File: config.mk
export PLATFORM = sky130hd
export DESIGN_NAME = icache_txreq_sched
export DESIGN_NICKNAME = d
export VERILOG_FILES = /design/src/rtl/icache_txreq_sched_pkg.sv /design/src/rtl/icache_rr_arb.sv /design/src/rtl/icache_txreq_sched.sv
export SDC_FILE = /design/constraint.sdc
export NUM_CORES = 1
export LEC_CHECK = 0
export CORE_AREA = 2 2 137 139
export CTS_BUF_LIST = sky130_fd_sc_hd__clkbuf_8
export DETAILED_ROUTE_END_ITERATION = 12
export DIE_AREA = 0 0 139 141
export GPL_TIMING_DRIVEN = 0
export MAX_ROUTING_LAYER = met4
export PLACE_DENSITY = 0.77
export SYNTH_ARGS = -nofsm -noshare
export SYNTH_HDL_FRONTEND = slang
export SYNTH_SLANG_ARGS = --single-unit
File: constraint.sdc
create_clock -name clk -period 5.7 [get_ports clk]
set_input_delay 1.425 -clock clk [delete_from_list [all_inputs] [get_ports clk]]
set_output_delay 1.425 -clock clk [all_outputs]
set_load 0.01 [all_outputs]
File: src/rtl/icache_txreq_sched_pkg.sv
// Shared types and constants for the icache downstream request scheduler.
// Imported by the scheduler top and its arbiter.
package icache_txreq_sched_pkg;

  localparam int MSHR_ENTRY_INDEX_WIDTH = 3;
  localparam int ENTRY_NUM = 1 << MSHR_ENTRY_INDEX_WIDTH;
  localparam int ICACHE_TXREQ_CREDIT_NUM = 4;
  localparam int ICACHE_PF_STARVE_LIMIT = 4;
  localparam int PC_W = 32;

  typedef struct packed {
    logic [PC_W-1:0] pc;
  } pc_req_t;

  typedef enum logic {
    TXREQ_SRC_DEMAND,
    TXREQ_SRC_PF
  } txreq_src_e;

endpackage

File: src/rtl/icache_rr_arb.sv
// Rotating-priority one-hot picker: first set request
// at or after ptr, wrapping from N-1 back to 0.
module icache_rr_arb #(
  parameter int N = 8,
  parameter int W = $clog2(N)
) (
  input  logic [N-1:0] req,
  input  logic [W-1:0] ptr,
  output logic [N-1:0] gnt,
  output logic [W-1:0] gnt_idx
);

  logic         found;
  logic [W-1:0] idx;

  always_comb begin
    gnt     = '0;
    gnt_idx = '0;
    found   = 1'b0;
    idx     = '0;
    for (int k = 0; k < N; k++) begin
      idx = W'((int'(ptr) + k) % N);
      if (!found && req[idx]) begin
        found        = 1'b1;
        gnt[idx]     = 1'b1;
        gnt_idx      = idx;
      end
    end
  end

endmodule

File: src/rtl/icache_txreq_sched.sv
// Schedules MSHR demand misses and prefetches onto one downstream
// request channel with credits, round-robin and prefetch starve guard.
module icache_txreq_sched
  import icache_txreq_sched_pkg::*;
(
  input  logic                              clk,
  input  logic                              rst_n,
  input  logic                              prefetch_enable,
  input  logic [ENTRY_NUM-1:0]              mshr_req_vld,
  input  pc_req_t                           mshr_req_pld [ENTRY_NUM],
  output logic [ENTRY_NUM-1:0]              mshr_req_ack,
  input  logic                              pf_req_vld,
  output logic                              pf_req_rdy,
  input  pc_req_t                           pf_req_pld,
  input  logic [MSHR_ENTRY_INDEX_WIDTH-1:0] pf_req_entry_id,
  input  logic                              credit_return,
  output logic                              downstream_txreq_vld,
  input  logic                              downstream_txreq_rdy,
  output pc_req_t                           downstream_txreq_pld,
  output logic [MSHR_ENTRY_INDEX_WIDTH-1:0] downstream_txreq_entry_id
);

  localparam int IW = MSHR_ENTRY_INDEX_WIDTH;
  localparam int CW = $clog2(ICACHE_TXREQ_CREDIT_NUM + 1);
  localparam int SW = $clog2(ICACHE_PF_STARVE_LIMIT + 1);
  localparam logic [CW-1:0] CREDIT_MAX = CW'(ICACHE_TXREQ_CREDIT_NUM);
  localparam logic [SW-1:0] STARVE_MAX = SW'(ICACHE_PF_STARVE_LIMIT);

  logic                 txreq_vld_q, txreq_vld_d;
  pc_req_t              txreq_pld_q, txreq_pld_d;
  logic [IW-1:0]        txreq_id_q, txreq_id_d;
  logic [CW-1:0]        credit_cnt_q, credit_cnt_d;
  logic [IW-1:0]        rr_ptr_q, rr_ptr_d;
  logic [SW-1:0]        starve_cnt_q, starve_cnt_d;
  logic [ENTRY_NUM-1:0] ack_q, ack_d;

  logic [ENTRY_NUM-1:0] dmd_req;
  logic [ENTRY_NUM-1:0] dmd_gnt;
  logic [IW-1:0]        dmd_idx;
  logic                 demand;
  logic                 pf;
  logic                 load_en;
  txreq_src_e           src;

  // Last-acked entry is masked one cycle while its requester drops vld.
  assign dmd_req = mshr_req_vld & ~ack_q;

  icache_rr_arb #(
    .N (ENTRY_NUM),
    .W (IW)
  ) u_rr_arb (
    .req     (dmd_req),
    .ptr     (rr_ptr_q),
    .gnt     (dmd_gnt),
    .gnt_idx (dmd_idx)
  );

  always_comb begin
    demand  = |dmd_req;
    pf      = pf_req_vld & prefetch_enable;
    load_en = rst_n
            & (!txreq_vld_q | downstream_txreq_rdy)
            & (credit_cnt_q != '0)
            & (demand | pf);
    src = TXREQ_SRC_DEMAND;
    if (pf && (starve_cnt_q == STARVE_MAX || !demand))
      src = TXREQ_SRC_PF;

    mshr_req_ack = '0;
    pf_req_rdy   = 1'b0;
    txreq_vld_d  = txreq_vld_q & ~downstream_txreq_rdy;
    txreq_pld_d  = txreq_pld_q;
    txreq_id_d   = txreq_id_q;
    rr_ptr_d     = rr_ptr_q;
    starve_cnt_d = starve_cnt_q;

    if (load_en) begin
      txreq_vld_d = 1'b1;
      if (src == TXREQ_SRC_PF) begin
        pf_req_rdy  = 1'b1;
        txreq_pld_d = pf_req_pld;
        txreq_id_d  = pf_req_entry_id;
      end else begin
        mshr_req_ack = dmd_gnt;
        txreq_pld_d  = mshr_req_pld[dmd_idx];
        txreq_id_d   = dmd_idx;
        rr_ptr_d     = dmd_idx + IW'(1);
      end
    end

    if (!pf || pf_req_rdy)
      starve_cnt_d = '0;
    else if (load_en && starve_cnt_q != STARVE_MAX)
      starve_cnt_d = starve_cnt_q + SW'(1);

    ack_d = mshr_req_ack;

    unique case ({load_en, credit_return})
      2'b10:   credit_cnt_d = credit_cnt_q - CW'(1);
      2'b01:   credit_cnt_d = (credit_cnt_q == CREDIT_MAX) ?
                              credit_cnt_q : credit_cnt_q + CW'(1);
      default: credit_cnt_d = credit_cnt_q;
    endcase
  end

  always_ff @(posedge clk or negedge rst_n) begin
    if (!rst_n) begin
      txreq_vld_q  <= 1'b0;
      txreq_pld_q  <= '0;
      txreq_id_q   <= '0;
      credit_cnt_q <= CREDIT_MAX;
      rr_ptr_q     <= '0;
      starve_cnt_q <= '0;
      ack_q        <= '0;
    end else begin
      txreq_vld_q  <= txreq_vld_d;
      txreq_pld_q  <= txreq_pld_d;
      txreq_id_q   <= txreq_id_d;
      credit_cnt_q <= credit_cnt_d;
      rr_ptr_q     <= rr_ptr_d;
      starve_cnt_q <= starve_cnt_d;
      ack_q        <= ack_d;
    end
  end

  assign downstream_txreq_vld      = txreq_vld_q;
  assign downstream_txreq_pld      = txreq_pld_q;
  assign downstream_txreq_entry_id = txreq_id_q;

  a_hold_stable: assert property (@(posedge clk) disable iff (!rst_n)
    txreq_vld_q && !downstream_txreq_rdy |=>
      txreq_vld_q && $stable(txreq_pld_q) && $stable(txreq_id_q));

  a_ack_onehot0: assert property (@(posedge clk) disable iff (!rst_n)
    $onehot0(mshr_req_ack));

  a_no_load_empty: assert property (@(posedge clk) disable iff (!rst_n)
    !(load_en && credit_cnt_q == '0));

  a_ret_overflow: assert property (@(posedge clk) disable iff (!rst_n)
    !(credit_return && credit_cnt_q == CREDIT_MAX));

endmodule

* After elaboration in Yosys (flattened, before gate mapping)
Index checks and enable logic that the tools add are counted.
Word-level totals: register bits after elaboration 53, latch bits 0, bits in writable memories 0, ROM bits 0, input bits 305, output and inout port bits 45, logic and storage cells 165, memories kept 0
Operators by class: add/sub/neg operators 11, multiply operators 0, div/mod/pow operators 0, order comparisons 17, eq/ne operators 6, shift operators 0, muxes and demuxes 70, bitwise gates (word level) 19, reduce and logical (&&, ||, !) cells 35
Operators with widths (count):
- binary-select mux 32 bit (select 3 bit) | 1
- 2-to-1 mux 32 bit | 3
- 2-to-1 mux 8 bit | 10
- OR 8 bit | 7
- 2-to-1 mux 3 bit | 12
- less-than comparator 3 x 4 -> 1 bit, second input constant | 8
- 2-to-1 mux 1 bit | 27
- binary-select mux 1 bit (select 3 bit) | 8
- demux 1 bit (select 3 bit) | 8
- >= comparator 3 x 1 -> 1 bit, second input constant | 8
- logical AND 1 bit | 17
- adder 3 x 1 -> 3 bit, second input constant | 4
- adder 3 bit, second input constant | 4
- logical NOT 1 bit | 10
- AND 8 bit | 1
- inverter 8 bit | 1
- OR reduction 8 bit | 1
- adder 3 x 2 -> 3 bit, second input constant | 2
- equality test 3 bit, second input constant | 2
- one-hot mux 3 bit (2 select lines) | 1
- AND 1 bit | 5
- >= comparator 4 bit, second input constant | 1
- inverter 3 -> 4 bit | 1
- AND reduction 2 bit | 2
- other kinds (10) | 14

* Depth between registers and ports, before layout
depth after elaboration 31, mapped depth 16, depth with buffers taken out 11

* Hierarchy
Synthesis repeated with hierarchy kept, for this count alone.
Second synthesis, totals: cell total of the unflattened synthesis 471, area total of the unflattened synthesis 5591.6 µm²
By module, submodules not included:
- icache_txreq_sched | instances 1, cells each 324, area each 4400.5 µm², seq. area each 1327.5 µm²
- icache_rr_arb | instances 1, cells each 147, area each 1191.1 µm², seq. area each 0.0 µm²

* Worst setup path before layout
OpenSTA, ideal clock, no wires.
path kind input to output, from in mshr_req_vld[3], to out mshr_req_ack[6], arrival time 3.693 ns, required time 4.275 ns, slack 0.582 ns, stages on the path 9, buffers on the path 0, cell sequence nor2b_1 > mux2_4 > mux4_2 > nor4_2 > nand2_1 > nor3_1 > a221o_1 > mux2i_1 > nor2_1
On the way: word-level cells in the longest chain between the ends 27, elaborated cells on any way between the ends 62, those cells by class mux (34); bitwise (10); reduce/logical (18)
Ends and longest elaborated chain:
- from (decl) | RTL line icache_txreq_sched.sv:9 | input logic [ENTRY_NUM-1:0] mshr_req_vld,
- AND 8 bit (*) | RTL line icache_txreq_sched.sv:46 | assign dmd_req = mshr_req_vld & ~ack_q;
- binary-select mux 1 bit (select 3 bit) | RTL line icache_rr_arb.sv:23 | if (!found && req[idx]) begin
- 2-to-1 mux 1 bit (implied by the code) | RTL line icache_rr_arb.sv:23
- 2-to-1 mux 1 bit | RTL line icache_rr_arb.sv:23
- logical NOT 1 bit | RTL line icache_rr_arb.sv:23
- logical AND 1 bit | RTL line icache_rr_arb.sv:23
- 2-to-1 mux 1 bit | RTL line icache_rr_arb.sv:23
- logical NOT 1 bit | RTL line icache_rr_arb.sv:23
- [... 11 more ...]
- logical NOT 1 bit | RTL line icache_rr_arb.sv:23
- logical AND 1 bit | RTL line icache_rr_arb.sv:23
- 2-to-1 mux 1 bit | RTL line icache_rr_arb.sv:23
- logical NOT 1 bit | RTL line icache_rr_arb.sv:23
- logical AND 1 bit | RTL line icache_rr_arb.sv:23
- 2-to-1 mux 8 bit | RTL line icache_rr_arb.sv:23
- 2-to-1 mux 8 bit | RTL line icache_txreq_sched.sv:79 | if (src == TXREQ_SRC_PF) begin
- 2-to-1 mux 8 bit (*) | RTL line icache_txreq_sched.sv:77 | if (load_en) begin
- to (decl) | RTL line icache_txreq_sched.sv:11 | output logic [ENTRY_NUM-1:0] mshr_req_ack,
Every way passes the cells marked *; elsewhere a longest branch is shown, timed or not. The select of a mux whose other input is x is not followed.

* Final worst setup path
from in mshr_req_vld[6], to out mshr_req_ack[5]
The elaborated chain is that of the path after synthesis.

==> metrics.md <==
| Metric | Value |
|---|---|
| Largest area contributor in the netlist | `dfrtp_1` |
| Via Count | `7145` |
| Final period utilization | `97.9%` |
| Power Density | `786 nW/um^2` |
| YS warnings | `0` |
| Drt first pass iters | `9` |
| Post-Syn Instances | `617` |
| P_leak | `4.03 nW` |
| Final Util | `54.7%` |
| Die area | `19600 sq um` |
| Die width | `139 um` |
| Drc violations | `0` |
| Hold slack | `0.525 ns` |
| Hold Path Origin | `downstream_txreq_vld$_DFF_PN0_` |
| Largest net degree at the start of global routing | `33` |
| Final wirelength | `29.3 mm` |
| Sw Ratio | `53.2%` |
| Final setup viols | `0` |
| Slew Limit Fails | `0` |
| H-tree depth | `2` |
| Maxcap violations | `0` |
| Cell area after synthesis | `5820 sq um` |
| CTS Buf Count | `5` |
| Via density | `5.81` |
| Worst-path fanout max | `7` |
| Net switching power | `4.18 mW` |
| Io pins | `350` |
| FMAX | `179 MHz` |
| Number of synthesized flops with an enable pin | `0` |
| Hold Violations, Final | `0` |
| Post-synthesis sequential area ratio | `22.8%` |
| Netlist cell types | `64` |
| Ys flop type | `dfrtp_1` |
| Die height | `141 um` |
| Critical Path Max Stage Delay | `0.58 ns` |
| Avg Cell Area, Syn | `9.43 sq um` |
| Crit. Startpoint | `mshr_req_vld[6]` |
| Placer Congestion | `0.969` |
| Cells taking the most area after synthesis | `dfrtp_1 (22%), mux2i_1 (9.8%), mux2_4 (8.5%)` |
| GRT Total Usage | `28.7%` |
| Tot Pwr | `7.86 mW` |
| I/O Buffers | `349` |
| FP Rows | `50` |
| Asr flop ratio synth | `100%` |
| Post-route ant nets | `0` |
| Clock skew | `0.0234 ns` |
| First-pass GRT wire length | `41.7 mm` |
| Min Tclk post-route | `5.58 ns` |
| Initial Util | `31.8%` |
| Reg power frac | `8.8%` |
| Critical R2R Launch | `rr_ptr_q[2]$_DFFE_PN0P_` |
| Nets | `1307` |
| Post-synthesis sequential element count | `53` |
| Comb pwr share | `87.7%` |
| Critical Path Source Type | `input pin` |
| Relative slew margins | `45.9%` |
| CP Cell Sequence | `clkdlybuf4s50_1 > nand2b_4 > mux2_2 > mux4_2 > nand4_1 > nor2_1 > a31oi_1 > mux2i_1 > mux2i_1 > nor2_1 > clkdlybuf4s15_1` |
| CTS Root Cell | `clkbuf_8` |
| Reg clk slew, reported paths | `0.09 ns` |
| Grt total ovfl | `0` |
| CP endpoint kind | `primary output` |
| Crit path required time | `4.28 ns` |
| Skew-Pair Late Insertion Delay | `0.34 ns` |
| Clock Sinks | `53` |
| HPWL Detailed | `23.6 mm` |
| Area Growth Syn to Fin | `71.9%` |
| Final std cells w/o fill | `1230` |
| Core area | `18300 sq um` |
| Int Power | `3.68 mW` |
| Outcome | `complete, no violations` |
| Worst slew pin tran | `0.811 ns` |
| Initial antenna violation count | `3` |
| Crit Path Category | `in -> out` |
| Synth top area share | `22.4%` |
| Maximum VDD drop | `470 uV` |
| Vias in the first global route | `7104` |
| Placed cells | `1201` |
| CTS tree | `done` |
| HP Class | `reg -> reg` |
| Net Count, Synth | `932` |
| Clock share of power | `3.5%` |
| Arr. time, crit path | `4.15 ns` |
| Cts hold-fix bufs | `0` |
| Clk buf depth | `2` |
| Iteration-0 DRC Markers | `640` |
| Share of cells above drive strength 1 | `13.5%` |
| WL/cell | `23.8 um` |
| Crit path max-delay cell type | `mux4_2` |
registers in the layout (all words and copies together) (netlist names):
signal,flops
downstream_txreq_pld,32
ack_q,8
credit_cnt_q,3
downstream_txreq_entry_id,3
rr_ptr_q,3
starve_cnt_q,3
downstream_txreq_vld,1
cells by family after synthesis:
family	Yosys count	synth area share [%]
AO/OA/AOI/OAI	191	28.3
XOR/XNOR	6	1.16
adder cells (fa/ha/maj)	10	2.28
buffers and inverters	70	5.81
flip-flops	53	22.8
multiplexers	112	25.3
AND/OR/NAND/NOR	175	14.3
metrics by stage:
step / cell area [sq um] / TNS, ns / worst slack (ns)
global route: 10000 / -0.0184 / -0.0184
global placement: 9600 / -48.12 / -2.02
floorplan: 5820 / 0 / 0.582
detailed placement: 9620 / -6.24 / -0.821
finish: 10000 / 0 / 0.121
CTS: 9820 / 0 / 0.00621
cells in the final DEF (no fill, tap or decap), drive strengths merged, types with 14 or more instances in the layout:
cell / netlist / final
clkdlybuf4s50: 0 / 333
nand2: 81 / 81
mux2i: 57 / 57
dfrtp: 52 / 52
buf: 22 / 47
clkbuf: 38 / 44
mux2: 41 / 41
o211ai: 34 / 34
and2: 34 / 34
a222oi: 32 / 32
a221oi: 32 / 32
a311o: 32 / 32
nor2: 22 / 22
mux4: 14 / 14
cell type report:
| type | count | area, sq um |
|---|---|---|
| diodes | 3 | 7.51 |
| plain buffers | 60 | 300 |
| clock buffers | 5 | 68.8 |
| clock inverters | 3 | 46.3 |
| fillers | 1673 | 8270 |
| inverters | 10 | 40.0 |
| multi-input cells | 494 | 4290 |
| flip-flops and latches | 53 | 1330 |
| well taps | 234 | 293 |
| repair buffers | 368 | 3630 |
synthesized netlist by cell type (all sizes together) (3+ instances only):
library cell	instances
a222oi	32
a22o	5
a221oi	32
and2	34
mux4	14
o211ai	34
nand4	4
nor2b	6
buf	22
a21oi	11
a221o	7
nand2	81
a2bb2oi	4
a22oi	4
nand2b	4
nor2	22
nor4	3
xnor2	4
nor3	13
o221ai	3
ha	9
dfrtp	52
mux2	41
a31oi	3
inv	10
a311o	32
mux2i	57
o21ai	8
clkbuf	38
worst max-delay path: cells and delay by family:
kind	cells	cell delay [ns]
AO/OA/AOI/OAI	1	0.28
buffers and inverters	2	0.74
multiplexers	4	1.22
AND/OR/NAND/NOR	4	0.48
timing repair:
action / 4_1_cts / 5_1_grt
setup buffers: 8 / 10
setup endpoints to repair: 8 / 9
resized for setup: 39 / 27
pin swaps: 9 / 7
final timing paths:
kind | end | slack [ns] | depth (start not counted)
setup / recovery | mshr_req_ack[5] | 0.12 | 11
hold / removal | downstream_txreq_vld$_DFF_PN0_ | 0.52 | 2
setup reg to reg | downstream_txreq_pld[31]$_DFFE_PN0P_ | 1.02 | 14
hold reg to reg | downstream_txreq_vld$_DFF_PN0_ | 0.52 | 2
max in group asynchronous | credit_cnt_q[2]$_DFFE_PN1P_ | 3.94 | 2
min in group asynchronous | downstream_txreq_pld[26]$_DFFE_PN0P_ | 1.10 | 1
power by group through the flow:
stage | logic (mW) | clock network [mW] | registers [mW]
6_report | 6.89 | 0.278 | 0.690
5_1_grt | 7.31 | 0.294 | 0.708
4_1_cts | 6.75 | 0.282 | 0.678
3_5_place_dp | 6.64 | 0 | 0.683
3_3_place_gp | 6.60 | 0 | 0.675
2_1_floorplan | 4.51 | 0 | 0.725
per-layer routing:
metal  vias up  routed length [um]  global-route usage [%]  share of wire [%]
li1       3232                   -                       -                  -
met1      3461               11900                    34.6                 41
met2       409               14600                    49.1                 50
met3        43                2020                    4.59                6.9
met4         0                 762                    9.57                2.6
met5         -                   0                       -                  0
No activity file was read; power rests on OpenSTA's default activity.
